[config.mk]
export PLATFORM = sky130hd
export DESIGN_NAME = compressor27_flat
export DESIGN_NICKNAME = d
export VERILOG_FILES = /design/src/rtl/compressor27_if.sv /design/src/rtl/compressor27.sv /design/src/flat_wrapper.sv
export SDC_FILE = /design/constraint.sdc
export NUM_CORES = 1
export LEC_CHECK = 0
export ABC_AREA = 1
export CORE_AREA = 5 5 297 299
export CTS_CLUSTER_DIAMETER = 200
export DETAILED_ROUTE_END_ITERATION = 6
export DIE_AREA = 0 0 302 304
export DONT_BUFFER_PORTS = 1
export GPL_TIMING_DRIVEN = 0
export PLACE_DENSITY_LB_ADDON = 0.05
export SLEW_MARGIN = 20
export SYNTH_ARGS = -nofsm -noshare
export SYNTH_HDL_FRONTEND = slang
export SYNTH_SLANG_ARGS = --single-unit
[constraint.sdc]
create_clock -name clk -period 0.8 [get_ports clk]
set_input_delay 0.12 -clock clk [delete_from_list [all_inputs] [get_ports clk]]
set_output_delay 0.12 -clock clk [all_outputs]
set_load 0.005 [all_outputs]
[src/rtl/compressor27_if.sv]
// Bundle of the 27 column inputs and 32 result bits of the 27x27 column compressor.
interface compressor27_if;
    logic [26:0] src0,  src1,  src2,  src3,  src4,  src5,  src6,  src7,  src8;
    logic [26:0] src9,  src10, src11, src12, src13, src14, src15, src16, src17;
    logic [26:0] src18, src19, src20, src21, src22, src23, src24, src25, src26;

    logic dst0,  dst1,  dst2,  dst3,  dst4,  dst5,  dst6,  dst7;
    logic dst8,  dst9,  dst10, dst11, dst12, dst13, dst14, dst15;
    logic dst16, dst17, dst18, dst19, dst20, dst21, dst22, dst23;
    logic dst24, dst25, dst26, dst27, dst28, dst29, dst30, dst31;

    // Upstream side: drives the columns and observes the sum.
    modport master (
        output src0,  src1,  src2,  src3,  src4,  src5,  src6,  src7,  src8,
               src9,  src10, src11, src12, src13, src14, src15, src16, src17,
               src18, src19, src20, src21, src22, src23, src24, src25, src26,
        input  dst0,  dst1,  dst2,  dst3,  dst4,  dst5,  dst6,  dst7,
               dst8,  dst9,  dst10, dst11, dst12, dst13, dst14, dst15,
               dst16, dst17, dst18, dst19, dst20, dst21, dst22, dst23,
               dst24, dst25, dst26, dst27, dst28, dst29, dst30, dst31
    );

    // Compressor side: consumes the columns and produces the sum.
    modport slave (
        input  src0,  src1,  src2,  src3,  src4,  src5,  src6,  src7,  src8,
               src9,  src10, src11, src12, src13, src14, src15, src16, src17,
               src18, src19, src20, src21, src22, src23, src24, src25, src26,
        output dst0,  dst1,  dst2,  dst3,  dst4,  dst5,  dst6,  dst7,
               dst8,  dst9,  dst10, dst11, dst12, dst13, dst14, dst15,
               dst16, dst17, dst18, dst19, dst20, dst21, dst22, dst23,
               dst24, dst25, dst26, dst27, dst28, dst29, dst30, dst31
    );
endinterface

[src/rtl/compressor27.sv]
// 27-column x 27-bit dot-array compressor: sum of popcount(column i) * 2^i,
// reduced through a carry-save (3:2) tree to two rows, then one 32-bit CPA,
// registered once. The exact sum never exceeds 0xD7FFFFE5, so every carry
// row shifted left within 32 bits loses nothing.
module compressor27 (
    input  logic           clk,
    input  logic           rst_n,
    compressor27_if.slave  bus
);

    logic [26:0] col [27];
    logic [31:0] lvl0 [27];
    logic [31:0] lvl1 [18];
    logic [31:0] lvl2 [12];
    logic [31:0] lvl3 [8];
    logic [31:0] lvl4 [6];
    logic [31:0] lvl5 [4];
    logic [31:0] lvl6 [3];
    logic [31:0] lvl7 [2];
    logic [31:0] sum_d;
    logic [31:0] sum_q;

    function automatic logic [4:0] popcount27(input logic [26:0] v);
        logic [4:0] c;
        c = 5'd0;
        for (int b = 0; b < 27; b++) begin
            c = c + {4'd0, v[b]};
        end
        return c;
    endfunction

    function automatic logic [31:0] csa_sum(input logic [31:0] a, input logic [31:0] b,
                                            input logic [31:0] c);
        return a ^ b ^ c;
    endfunction

    function automatic logic [31:0] csa_carry(input logic [31:0] a, input logic [31:0] b,
                                              input logic [31:0] c);
        return ((a & b) | (a & c) | (b & c)) << 1;
    endfunction

    // Gather the column inputs into an indexable array.
    always_comb begin
        col[0]  = bus.src0;  col[1]  = bus.src1;  col[2]  = bus.src2;
        col[3]  = bus.src3;  col[4]  = bus.src4;  col[5]  = bus.src5;
        col[6]  = bus.src6;  col[7]  = bus.src7;  col[8]  = bus.src8;
        col[9]  = bus.src9;  col[10] = bus.src10; col[11] = bus.src11;
        col[12] = bus.src12; col[13] = bus.src13; col[14] = bus.src14;
        col[15] = bus.src15; col[16] = bus.src16; col[17] = bus.src17;
        col[18] = bus.src18; col[19] = bus.src19; col[20] = bus.src20;
        col[21] = bus.src21; col[22] = bus.src22; col[23] = bus.src23;
        col[24] = bus.src24; col[25] = bus.src25; col[26] = bus.src26;
    end

    // Column popcounts placed at their weight form 27 partial-product rows,
    // which the 3:2 levels squeeze 27->18->12->8->6->4->3->2 before the CPA.
    always_comb begin
        for (int i = 0; i < 27; i++) begin
            lvl0[i] = {27'd0, popcount27(col[i])} << i;
        end
        for (int g = 0; g < 9; g++) begin
            lvl1[2*g]   = csa_sum  (lvl0[3*g], lvl0[3*g+1], lvl0[3*g+2]);
            lvl1[2*g+1] = csa_carry(lvl0[3*g], lvl0[3*g+1], lvl0[3*g+2]);
        end
        for (int g = 0; g < 6; g++) begin
            lvl2[2*g]   = csa_sum  (lvl1[3*g], lvl1[3*g+1], lvl1[3*g+2]);
            lvl2[2*g+1] = csa_carry(lvl1[3*g], lvl1[3*g+1], lvl1[3*g+2]);
        end
        for (int g = 0; g < 4; g++) begin
            lvl3[2*g]   = csa_sum  (lvl2[3*g], lvl2[3*g+1], lvl2[3*g+2]);
            lvl3[2*g+1] = csa_carry(lvl2[3*g], lvl2[3*g+1], lvl2[3*g+2]);
        end
        for (int g = 0; g < 2; g++) begin
            lvl4[2*g]   = csa_sum  (lvl3[3*g], lvl3[3*g+1], lvl3[3*g+2]);
            lvl4[2*g+1] = csa_carry(lvl3[3*g], lvl3[3*g+1], lvl3[3*g+2]);
        end
        lvl4[4] = lvl3[6];
        lvl4[5] = lvl3[7];
        for (int g = 0; g < 2; g++) begin
            lvl5[2*g]   = csa_sum  (lvl4[3*g], lvl4[3*g+1], lvl4[3*g+2]);
            lvl5[2*g+1] = csa_carry(lvl4[3*g], lvl4[3*g+1], lvl4[3*g+2]);
        end
        lvl6[0] = csa_sum  (lvl5[0], lvl5[1], lvl5[2]);
        lvl6[1] = csa_carry(lvl5[0], lvl5[1], lvl5[2]);
        lvl6[2] = lvl5[3];
        lvl7[0] = csa_sum  (lvl6[0], lvl6[1], lvl6[2]);
        lvl7[1] = csa_carry(lvl6[0], lvl6[1], lvl6[2]);
        sum_d   = lvl7[0] + lvl7[1];
    end

    // Single output register; async reset clears any in-flight sum.
    always_ff @(posedge clk or negedge rst_n) begin
        if (!rst_n) begin
            sum_q <= 32'd0;
        end else begin
            sum_q <= sum_d;
        end
    end

    assign bus.dst0  = sum_q[0];  assign bus.dst1  = sum_q[1];
    assign bus.dst2  = sum_q[2];  assign bus.dst3  = sum_q[3];
    assign bus.dst4  = sum_q[4];  assign bus.dst5  = sum_q[5];
    assign bus.dst6  = sum_q[6];  assign bus.dst7  = sum_q[7];
    assign bus.dst8  = sum_q[8];  assign bus.dst9  = sum_q[9];
    assign bus.dst10 = sum_q[10]; assign bus.dst11 = sum_q[11];
    assign bus.dst12 = sum_q[12]; assign bus.dst13 = sum_q[13];
    assign bus.dst14 = sum_q[14]; assign bus.dst15 = sum_q[15];
    assign bus.dst16 = sum_q[16]; assign bus.dst17 = sum_q[17];
    assign bus.dst18 = sum_q[18]; assign bus.dst19 = sum_q[19];
    assign bus.dst20 = sum_q[20]; assign bus.dst21 = sum_q[21];
    assign bus.dst22 = sum_q[22]; assign bus.dst23 = sum_q[23];
    assign bus.dst24 = sum_q[24]; assign bus.dst25 = sum_q[25];
    assign bus.dst26 = sum_q[26]; assign bus.dst27 = sum_q[27];
    assign bus.dst28 = sum_q[28]; assign bus.dst29 = sum_q[29];
    assign bus.dst30 = sum_q[30]; assign bus.dst31 = sum_q[31];

endmodule

[src/flat_wrapper.sv]
// flat-port wrapper written by rule: the top's interface ports become plain ports
module compressor27_flat 
  (clk, rst_n, bus_src0, bus_src1, bus_src2, bus_src3, bus_src4, bus_src5, bus_src6, bus_src7, bus_src8, bus_src9, bus_src10, bus_src11, bus_src12, bus_src13, bus_src14, bus_src15, bus_src16, bus_src17, bus_src18, bus_src19, bus_src20, bus_src21, bus_src22, bus_src23, bus_src24, bus_src25, bus_src26, bus_dst0, bus_dst1, bus_dst2, bus_dst3, bus_dst4, bus_dst5, bus_dst6, bus_dst7, bus_dst8, bus_dst9, bus_dst10, bus_dst11, bus_dst12, bus_dst13, bus_dst14, bus_dst15, bus_dst16, bus_dst17, bus_dst18, bus_dst19, bus_dst20, bus_dst21, bus_dst22, bus_dst23, bus_dst24, bus_dst25, bus_dst26, bus_dst27, bus_dst28, bus_dst29, bus_dst30, bus_dst31);
  compressor27_if bus_i ();
  input  logic clk;
  input  logic rst_n;
  input wire logic [$bits(bus_i.src0)-1:0] bus_src0;
  input wire logic [$bits(bus_i.src1)-1:0] bus_src1;
  input wire logic [$bits(bus_i.src2)-1:0] bus_src2;
  input wire logic [$bits(bus_i.src3)-1:0] bus_src3;
  input wire logic [$bits(bus_i.src4)-1:0] bus_src4;
  input wire logic [$bits(bus_i.src5)-1:0] bus_src5;
  input wire logic [$bits(bus_i.src6)-1:0] bus_src6;
  input wire logic [$bits(bus_i.src7)-1:0] bus_src7;
  input wire logic [$bits(bus_i.src8)-1:0] bus_src8;
  input wire logic [$bits(bus_i.src9)-1:0] bus_src9;
  input wire logic [$bits(bus_i.src10)-1:0] bus_src10;
  input wire logic [$bits(bus_i.src11)-1:0] bus_src11;
  input wire logic [$bits(bus_i.src12)-1:0] bus_src12;
  input wire logic [$bits(bus_i.src13)-1:0] bus_src13;
  input wire logic [$bits(bus_i.src14)-1:0] bus_src14;
  input wire logic [$bits(bus_i.src15)-1:0] bus_src15;
  input wire logic [$bits(bus_i.src16)-1:0] bus_src16;
  input wire logic [$bits(bus_i.src17)-1:0] bus_src17;
  input wire logic [$bits(bus_i.src18)-1:0] bus_src18;
  input wire logic [$bits(bus_i.src19)-1:0] bus_src19;
  input wire logic [$bits(bus_i.src20)-1:0] bus_src20;
  input wire logic [$bits(bus_i.src21)-1:0] bus_src21;
  input wire logic [$bits(bus_i.src22)-1:0] bus_src22;
  input wire logic [$bits(bus_i.src23)-1:0] bus_src23;
  input wire logic [$bits(bus_i.src24)-1:0] bus_src24;
  input wire logic [$bits(bus_i.src25)-1:0] bus_src25;
  input wire logic [$bits(bus_i.src26)-1:0] bus_src26;
  output wire logic [$bits(bus_i.dst0)-1:0] bus_dst0;
  output wire logic [$bits(bus_i.dst1)-1:0] bus_dst1;
  output wire logic [$bits(bus_i.dst2)-1:0] bus_dst2;
  output wire logic [$bits(bus_i.dst3)-1:0] bus_dst3;
  output wire logic [$bits(bus_i.dst4)-1:0] bus_dst4;
  output wire logic [$bits(bus_i.dst5)-1:0] bus_dst5;
  output wire logic [$bits(bus_i.dst6)-1:0] bus_dst6;
  output wire logic [$bits(bus_i.dst7)-1:0] bus_dst7;
  output wire logic [$bits(bus_i.dst8)-1:0] bus_dst8;
  output wire logic [$bits(bus_i.dst9)-1:0] bus_dst9;
  output wire logic [$bits(bus_i.dst10)-1:0] bus_dst10;
  output wire logic [$bits(bus_i.dst11)-1:0] bus_dst11;
  output wire logic [$bits(bus_i.dst12)-1:0] bus_dst12;
  output wire logic [$bits(bus_i.dst13)-1:0] bus_dst13;
  output wire logic [$bits(bus_i.dst14)-1:0] bus_dst14;
  output wire logic [$bits(bus_i.dst15)-1:0] bus_dst15;
  output wire logic [$bits(bus_i.dst16)-1:0] bus_dst16;
  output wire logic [$bits(bus_i.dst17)-1:0] bus_dst17;
  output wire logic [$bits(bus_i.dst18)-1:0] bus_dst18;
  output wire logic [$bits(bus_i.dst19)-1:0] bus_dst19;
  output wire logic [$bits(bus_i.dst20)-1:0] bus_dst20;
  output wire logic [$bits(bus_i.dst21)-1:0] bus_dst21;
  output wire logic [$bits(bus_i.dst22)-1:0] bus_dst22;
  output wire logic [$bits(bus_i.dst23)-1:0] bus_dst23;
  output wire logic [$bits(bus_i.dst24)-1:0] bus_dst24;
  output wire logic [$bits(bus_i.dst25)-1:0] bus_dst25;
  output wire logic [$bits(bus_i.dst26)-1:0] bus_dst26;
  output wire logic [$bits(bus_i.dst27)-1:0] bus_dst27;
  output wire logic [$bits(bus_i.dst28)-1:0] bus_dst28;
  output wire logic [$bits(bus_i.dst29)-1:0] bus_dst29;
  output wire logic [$bits(bus_i.dst30)-1:0] bus_dst30;
  output wire logic [$bits(bus_i.dst31)-1:0] bus_dst31;
  assign bus_i.src0 = bus_src0;
  assign bus_i.src1 = bus_src1;
  assign bus_i.src2 = bus_src2;
  assign bus_i.src3 = bus_src3;
  assign bus_i.src4 = bus_src4;
  assign bus_i.src5 = bus_src5;
  assign bus_i.src6 = bus_src6;
  assign bus_i.src7 = bus_src7;
  assign bus_i.src8 = bus_src8;
  assign bus_i.src9 = bus_src9;
  assign bus_i.src10 = bus_src10;
  assign bus_i.src11 = bus_src11;
  assign bus_i.src12 = bus_src12;
  assign bus_i.src13 = bus_src13;
  assign bus_i.src14 = bus_src14;
  assign bus_i.src15 = bus_src15;
  assign bus_i.src16 = bus_src16;
  assign bus_i.src17 = bus_src17;
  assign bus_i.src18 = bus_src18;
  assign bus_i.src19 = bus_src19;
  assign bus_i.src20 = bus_src20;
  assign bus_i.src21 = bus_src21;
  assign bus_i.src22 = bus_src22;
  assign bus_i.src23 = bus_src23;
  assign bus_i.src24 = bus_src24;
  assign bus_i.src25 = bus_src25;
  assign bus_i.src26 = bus_src26;
  assign bus_dst0 = bus_i.dst0;
  assign bus_dst1 = bus_i.dst1;
  assign bus_dst2 = bus_i.dst2;
  assign bus_dst3 = bus_i.dst3;
  assign bus_dst4 = bus_i.dst4;
  assign bus_dst5 = bus_i.dst5;
  assign bus_dst6 = bus_i.dst6;
  assign bus_dst7 = bus_i.dst7;
  assign bus_dst8 = bus_i.dst8;
  assign bus_dst9 = bus_i.dst9;
  assign bus_dst10 = bus_i.dst10;
  assign bus_dst11 = bus_i.dst11;
  assign bus_dst12 = bus_i.dst12;
  assign bus_dst13 = bus_i.dst13;
  assign bus_dst14 = bus_i.dst14;
  assign bus_dst15 = bus_i.dst15;
  assign bus_dst16 = bus_i.dst16;
  assign bus_dst17 = bus_i.dst17;
  assign bus_dst18 = bus_i.dst18;
  assign bus_dst19 = bus_i.dst19;
  assign bus_dst20 = bus_i.dst20;
  assign bus_dst21 = bus_i.dst21;
  assign bus_dst22 = bus_i.dst22;
  assign bus_dst23 = bus_i.dst23;
  assign bus_dst24 = bus_i.dst24;
  assign bus_dst25 = bus_i.dst25;
  assign bus_dst26 = bus_i.dst26;
  assign bus_dst27 = bus_i.dst27;
  assign bus_dst28 = bus_i.dst28;
  assign bus_dst29 = bus_i.dst29;
  assign bus_dst30 = bus_i.dst30;
  assign bus_dst31 = bus_i.dst31;
  compressor27 u_core (.clk(clk), .rst_n(rst_n), .bus(bus_i));
endmodule
==> out/metrics.yaml, run 1 <==
outcome: "complete, but fails checks"
violations: "hold timing, setup timing"
cts_tree: "yes"
cp_num_buf_inv: 9
root_buffer: "clkbuf_16"
start_util_pct: 29.3
required_ns: 0.97
ant_nets: 0
synthFlopType: "dfrtp_1"
dp_hpwl_mm: 62.8
area_growth_pct: 15.5
synth_top_cell_by_area: "fa_1"
largest_register_ffs: 32
period_minus_slack_ns: 7.92
rsz0062_at_grt: "true"
drv_cap: 0
hold_ws_ns: -0.473
setup_ws_ns: -7.12
async_reset_ff_share_pct: 100
path_class: "in -> reg"
yosysSeqAreaShare_pct: 3.22
relSlewSlack_pct: 78.1
setup_violations: 62
grt-ovfl-total: 0
grt_pass1_wl_mm: 101
drt_wl_total_mm: 63.9
slowest_delay_ns: 0.58
fin_nets: 4488
critPathSlowestCell: "fa_2"
timing.final.crit_share_pct: 990
drive_above_1_share_pct: 15.0
worst_setup_path_end_kind: "flop"
drc_errors: 0
synth_top_area_share_pct: 47.7
vias_per_cell: 4.07
die-width_um: 302
drt_iter0_drc: 225
rows: 107
synth_edf_count: 0
dr_total_vias: 15864
reg_top3: "u_core.sum_q (32)"
synth_seq_cells: 32
die_area_um2: 91800
yosys_warnings: 0
drt-pass1-iter-count: 4
syn_nets: 4449
wire_per_inst_um: 16.4
netlist_top_cells_count: "1181 x inv_1, 592 x fa_1, 414 x ha_1"
gp_congestion: 0.843
hold_path.class: "in -> async"
fp.dieH_um: 304
synth_area_um2: 24800
cpMostUsedCell: "fa_1"
path_clk_slew_ns: 0.06
worst_ep_arrival_time_ns: 8.09
grt_pass1_vias: 19294
io_buffers: 0
path_max_fanout: 4
start_kind: "input pin"
synth.most_common_cell: "inv_1"
yosysUniqueCellTypes: 20
grt_max_degree: 33
clock.fmax_ghz: 0.126
pin_count: 763
cts_buffer_depth: 2
antenna_found_initial: 5
numCtsBuffers: 5
coreArea_um2: 84900
syn_area_per_cell_um2: 9.16
fin_setup_tns_ns: -202.43
ctsHtreeMaxLevel: 2
syn_inst: 2712
grt_usage_pct: 13.9
cts_sinks: 32
finalHoldViolCount: 33
worst_slew_pin_slew_ns: 0.326
placed_cell_area_um2: 27000
fin_area_um2: 28700
ys_top_cells_by_area: "fa_1 48%, ha_1 21%, inv_1 18%"
crit_family: "adder cells"
drv_slew: 0
regMostFlops: "u_core.sum_q"
[metal layers]
layer	share of wire (%)	vias to the layer above	track usage (%)	wire length, um
met5	0.064	-	0	41
met4	1.2	6	1.63	739
met3	6.1	38	3.17	3880
met2	56	357	27.6	35800
met1	37	7851	15.4	23500
li1	-	7612	-	-
[worst max-delay path by stage]
| stage | to | slack, ns | startpoint | depth (start not counted) |
|---|---|---|---|---|
| after floorplan | u_core.sum_q[27] | -7.01 | bus_src15[1] | 37 |
| after global placement | u_core.sum_q[27] | -7.66 | bus_src19[0] | 30 |
| after detailed placement | u_core.sum_q[27] | -7.72 | bus_src18[0] | 36 |
| after CTS | u_core.sum_q[26] | -7.19 | bus_src15[1] | 34 |
| after global routing | u_core.sum_q[30] | -7.39 | bus_src15[1] | 35 |
| final | u_core.sum_q[26] | -7.12 | bus_src10[1] | 35 |
[area by class of cell]
cell class | instances | area, um2
Clock inverter | 2 | 35.0
Sequential cell | 32 | 825
Multi-Input combinational cell | 1498 | 21600
Clock buffer | 6 | 129
Antenna cell | 2 | 5.00
Timing Repair Buffer | 32 | 260
Tap cell | 1144 | 1430
Fill cell | 8963 | 56200
Inverter | 1182 | 4440
[logic make-up (layout without fill, tap and decap cells)]
| family | after synthesis | after routing | synth area share (%) |
|---|---|---|---|
| adders and majority gates | 1006 | 1006 | 68.6 |
| DFF | 32 | 32 | 3.22 |
| xor gates and xnor gates | 95 | 95 | 3.35 |
| and+or+nand+nor | 321 | 321 | 5.47 |
| AOI/OAI and AO/OA | 76 | 76 | 1.53 |
| buffers and inverters | 1182 | 1222 | 17.9 |
| other | 0 | 2 | 0 |
[repair_timing]
item                                    4_1_cts  5_1_grt
resized for setup                           167      119
setup buffers                                22       10
hold endpoints to repair                     33       33
pin swaps                                   148      117
endpoints found under the setup margin       64       64
cloned                                        0        0
[cells in the final DEF (no fill, tap or decap), types with 6 or more instances in the layout]
cell type,netlist,layout
nand2_1,212,141
fa_2,0,33
nand2_2,4,51
buf_4,0,29
nand3_1,66,50
nor2_4,0,19
fa_1,592,559
dfrtp_1,32,13
ha_2,0,17
nand3_4,0,6
a21oi_1,66,58
inv_1,1181,1107
nor2_2,7,7
o21ai_0,10,6
xor2_1,65,50
ha_4,0,75
ha_1,414,322
inv_2,1,73
nand3_2,1,11
xor2_2,0,12
dfrtp_2,0,19
xnor2_1,30,23
nand2_4,0,21
[stage by stage]
| stage | hold slack [ns] | setup slack (ns) | instances | utilization [%] |
|---|---|---|---|---|
| floorplan | -0.176 | -7.01 | 2712 | - |
| global route | -0.494 | -7.39 | 3898 | 33.8 |
| global placement | -0.170 | -7.66 | 3856 | 31.9 |
| detailed placement | -0.170 | -7.72 | 3856 | 31.9 |
| CTS | -0.487 | -7.19 | 3886 | 33.1 |
| finish | -0.473 | -7.12 | 3898 | 33.8 |
Power of run 1 is not shown: default switching activity piles up to over one toggle a cycle in this logic, so the estimate is an artifact.
==> inputs of run 2 (changes only) <==
Settings changed: CORE_AREA 5 5 297 299 to 2 2 294 296, DIE_AREA 0 0 302 304 to 0 0 296 298, HOLD_SLACK_MARGIN set to 0.12.
==> out/metrics.yaml, run 2 (synthesis gave the netlist of run 1 again) <==
drt_wl_total_mm: 61.5  # -3.8%
drive_above_1_share_pct: 14.3  # -0.64 points
reg_top3: "u_core.sum_q (32)"
io_buffers: 0  # unchanged
path_class: "in -> reg"
drv_slew: 0  # unchanged
setup_ws_ns: -7.11  # +0.0170 ns
rsz0062_at_grt: "true"
required_ns: 0.98  # about the same
root_buffer: "clkbuf_16"
violations: "hold timing, setup timing"
pin_count: 763  # unchanged
slowest_delay_ns: 0.52  # -0.06 ns
worst_slew_pin_slew_ns: 0.366  # +0.0402 ns
rows: 107  # unchanged
die-width_um: 296  # -2.0%
drt_iter0_drc: 268  # +19%
start_kind: "input pin"
wire_per_inst_um: 15.8  # -3.8%
vias_per_cell: 4.07  # about the same
die_area_um2: 88200  # -3.9%
pre_cts_ws_ns: -7.67  # +0.0510 ns
hold_path.class: "in -> async"
coreArea_um2: 84900  # unchanged
setup_violations: 64  # +3.2%
drt-pass1-iter-count: 4  # unchanged
ant_nets: 0  # unchanged
drc_errors: 0  # unchanged
fin_nets: 4493  # +0.11%
numCtsBuffers: 5  # unchanged
gp_congestion: 0.864  # +2.5%
path_max_fanout: 4  # unchanged
cts_buffer_depth: 2  # unchanged
critPathLaunch: "bus_src15[1]"
relSlewSlack_pct: 75.4  # -2.7 points
regMostFlops: "u_core.sum_q"
dp_hpwl_mm: 60.4  # -3.8%
grt_usage_pct: 14.3  # +0.33 points
clock.fmax_ghz: 0.126  # +0.21%
hold_ws_ns: -0.479  # -0.00602 ns
finalHoldViolCount: 33  # unchanged
dr_total_vias: 15881  # +0.11%
area_growth_pct: 15.2
dp.cells: 3856  # unchanged
fill_cells: 9043  # +0.89%
ctsHtreeMaxLevel: 2  # unchanged
drv_cap: 0  # unchanged
largest_register_ffs: 32  # unchanged
timing.final.crit_share_pct: 988  # -2.1 points
critPathSlowestCell: "fa_1"
grt_pass1_vias: 18888  # -2.1%
period_minus_slack_ns: 7.91  # -0.0170 ns
worst_setup_path_end_kind: "flop"
grt_pass1_wl_mm: 98.0  # -3.1%
final_cells: 3901  # +0.077%
path_clk_slew_ns: 0.06  # about the same
grt-ovfl-total: 0  # unchanged
cpMostUsedCell: "fa_1"
cts_sinks: 32  # unchanged
start_util_pct: 29.3  # unchanged
outcome: "complete, but fails checks"
fin_setup_tns_ns: -201.83  # +0.595 ns
cts_tree: "yes"
antenna_found_initial: 1  # -4
final_cell_mix: "1116 x inv_1, 558 x fa_1, 326 x ha_1, 146 x nand2_1, 74 x ha_4"
layout_commonest_cell: "inv_1"
grt_max_degree: 33  # unchanged
fp.dieH_um: 298  # -2.0%
worst_ep_arrival_time_ns: 8.09  # about the same
run 2: changes by cell type in the layout (fill, tap and decap cells not counted), moves of 4 or more:
cell and change:
inv_1 +9, inv_2 -8, ha_1 +4, nor2_1 +6, nand2_2 -5, nor2_2 -4
nand2_1 +5
run 2: per-stage QoR:
stage	utilization, %	instance area, um2
global route	33.7	28600
detailed placement	31.9	27000
finish	33.7	28600
global placement	31.9	27000
floorplan	-	25600
CTS	33.1	28100
run 2: worst max path at each step:
stage / endpoint / cells past startpoint
2_1_floorplan: u_core.sum_q[27] / 37
3_3_place_gp: u_core.sum_q[31] / 32
3_5_place_dp: u_core.sum_q[31] / 32
4_1_cts: u_core.sum_q[27] / 29
5_1_grt: u_core.sum_q[30] / 35
6_report: u_core.sum_q[28] / 35
run 2: what timing repair did:
| action | in CTS | in global routing |
|---|---|---|
| resized for setup | 164 | 98 |
| setup buffers | 21 | 16 |
| hold endpoints to repair | 33 | 33 |
| endpoints found under the setup margin | 64 | 64 |
| pin swaps | 127 | 94 |
run 2: cell type report:
cell class              instances  area, um2  area share, %
clock buffers                   6        129          0.450
inverters                    1182       4440           15.5
diodes                          1       2.50        0.00875
repair buffers                 37        297           1.04
well taps                    1144       1430           5.00
multi-input cells            1498      21500           75.1
clock inverters                 1       5.00         0.0175
flip-flops and latches         32        821           2.87
run 2: per-layer routing:
| metal | share of wire, % | GRT usage (%) |
|---|---|---|
| met5 | 0 | 0 |
| met4 | 0.99 | 1.83 |
| met3 | 4.8 | 2.33 |
| met2 | 54 | 27.1 |
| met1 | 40 | 17.1 |
run 2: worst max-delay path: cells and delay by family:
kind,cells,cell delay (ns)
adder cells (fa/ha/maj),17,6.66
buffers and inverters,10,0.58
XOR/XNOR,1,0.16
AND/OR/NAND/NOR,7,0.58
Power of run 2 is left out for the same reason.
==> inputs of run 3 (changes only) <==
Settings changed: TNS_END_PERCENT set to 10.
==> out/metrics.yaml, run 3 (synthesis gave the netlist of run 1 again) <==
outcome: "complete, but fails checks"
violations: "hold timing, setup timing"
dp.cells: 3856  # unchanged
ant_nets: 0  # unchanged
start_kind: "input pin"
drt_iter0_drc: 298  # +11%
cts_buffer_depth: 2  # unchanged
drt-pass1-iter-count: 6  # +2
clock.fmax_ghz: 0.124  # -1.7%
timing.final.crit_share_pct: 1010  # +17 points
final_cell_mix: "1158 x inv_1, 568 x fa_1, 375 x ha_1, 153 x nand2_1, 57 x a21oi_1"
slowest_delay_ns: 0.60  # +0.08 ns
drv_slew: 0  # unchanged
path_clk_slew_ns: 0.07  # about the same
antenna_found_initial: 0  # -1
final_cells: 3876  # -0.64%
drv_cap: 0  # unchanged
reg_top3: "u_core.sum_q (32)"
io_buffers: 0  # unchanged
worst_slew_pin_slew_ns: 0.445  # +0.0784 ns
grt-ovfl-total: 0  # unchanged
gp_congestion: 0.835  # -3.3%
path_max_fanout: 4  # unchanged
rows: 107  # unchanged
rsz0062_at_grt: "true"
grt_pass1_vias: 18822  # -0.35%
worst_ep_arrival_time_ns: 8.24  # +0.15 ns
ctsHtreeMaxLevel: 2  # unchanged
numCtsBuffers: 5  # unchanged
regMostFlops: "u_core.sum_q"
finalHoldViolCount: 33  # unchanged
worst_setup_path_end_kind: "flop"
pin_count: 763  # unchanged
num_antenna_cells: 0  # -1
hold_path.class: "in -> async"
root_buffer: "clkbuf_16"
start_util_pct: 29.3  # unchanged
area_growth_pct: 11.2
die-width_um: 296  # unchanged
critPathSlowestCell: "fa_2"
fill_cells: 9039  # -0.044%
setup_violations: 64  # unchanged
vias_per_cell: 4.07  # -0.12%
drive_above_1_share_pct: 9.19  # -5.1 points
dr_total_vias: 15761  # -0.76%
drc_errors: 0  # unchanged
die_area_um2: 88200  # unchanged
cpMostUsedCell: "fa_1"
period_minus_slack_ns: 8.04  # +0.135 ns
dp_hpwl_mm: 58.9  # -2.6%
pre_cts_ws_ns: -8.06  # -0.393 ns
layout_commonest_cell: "inv_1"
setup_ws_ns: -7.24  # -0.135 ns
grt_pass1_wl_mm: 95.6  # -2.4%
fp.dieH_um: 298  # unchanged
grt_usage_pct: 13.8  # -0.45 points
fin_setup_tns_ns: -206.60  # -4.77 ns
hold_ws_ns: -0.489  # -0.0105 ns
grt_max_degree: 33  # unchanged
fin_nets: 4468  # -0.56%
cts_tree: "yes"
wire_per_inst_um: 15.4  # -2.6%
drt_wl_total_mm: 59.5  # -3.2%
coreArea_um2: 84900  # unchanged
largest_register_ffs: 32  # unchanged
required_ns: 1.00  # +0.02 ns
cts_sinks: 32  # unchanged
path_class: "in -> reg"
relSlewSlack_pct: 70.1  # -5.3 points
run 3: cell count changes in the layout (fill, tap and decap cells not counted), moves of 9 or more:
cell and change:
ha_1 +49, nand2_4 -9, fa_1 +10, ha_4 -46, fa_2 -10, inv_1 +42, inv_2 -41, buf_4 -22
run 3: through the flow:
step | area (um2) | util (%)
3_3_place_gp | 26700 | 31.4
6_report | 27600 | 32.6
4_1_cts | 27200 | 32.1
2_1_floorplan | 25200 | -
3_5_place_dp | 26700 | 31.4
5_1_grt | 27600 | 32.6
run 3: what timing repair did:
item	CTS	global route
setup endpoints to repair	64	64
hold endpoints to repair	34	34
pin swaps	51	59
resized for setup	94	93
setup buffers	5	7
run 3: final cells by class:
type / instances / area (um2) / share of cell area, %
Clock buffer: 6 / 129 / 0.466
Clock inverter: 2 / 35.0 / 0.127
Inverter: 1182 / 4440 / 16.1
Multi-Input combinational cell: 1498 / 20700 / 74.8
Sequential cell: 32 / 821 / 2.97
Tap cell: 1144 / 1430 / 5.18
Timing Repair Buffer: 12 / 106 / 0.385
run 3: worst max-delay path by stage:
stage                             endpoint         start  cells after the start
after floorplan           u_core.sum_q[28]  bus_src18[0]                     30
after global placement    u_core.sum_q[27]  bus_src15[1]                     32
after detailed placement  u_core.sum_q[27]  bus_src15[1]                     32
after CTS                 u_core.sum_q[19]  bus_src10[0]                     33
after global routing      u_core.sum_q[27]  bus_src13[0]                     35
final                     u_core.sum_q[29]  bus_src15[1]                     35
run 3: critical path: cells and delay by family:
kind	cells	cell delay, ns
xor gates and xnor gates	1	0.20
adders and majority gates	17	6.76
buffers and inverters	10	0.56
and+or+nand+nor	7	0.57
run 3: metal layers:
metal	vias to the layer above	wire [um]	GRT usage [%]
li1	7565	-	-
met5	-	0	0
met2	351	33500	27.1
met3	19	3260	2.69
met4	0	408	1.12
met1	7826	22300	15.8
Power of run 3 is left out for the same reason.
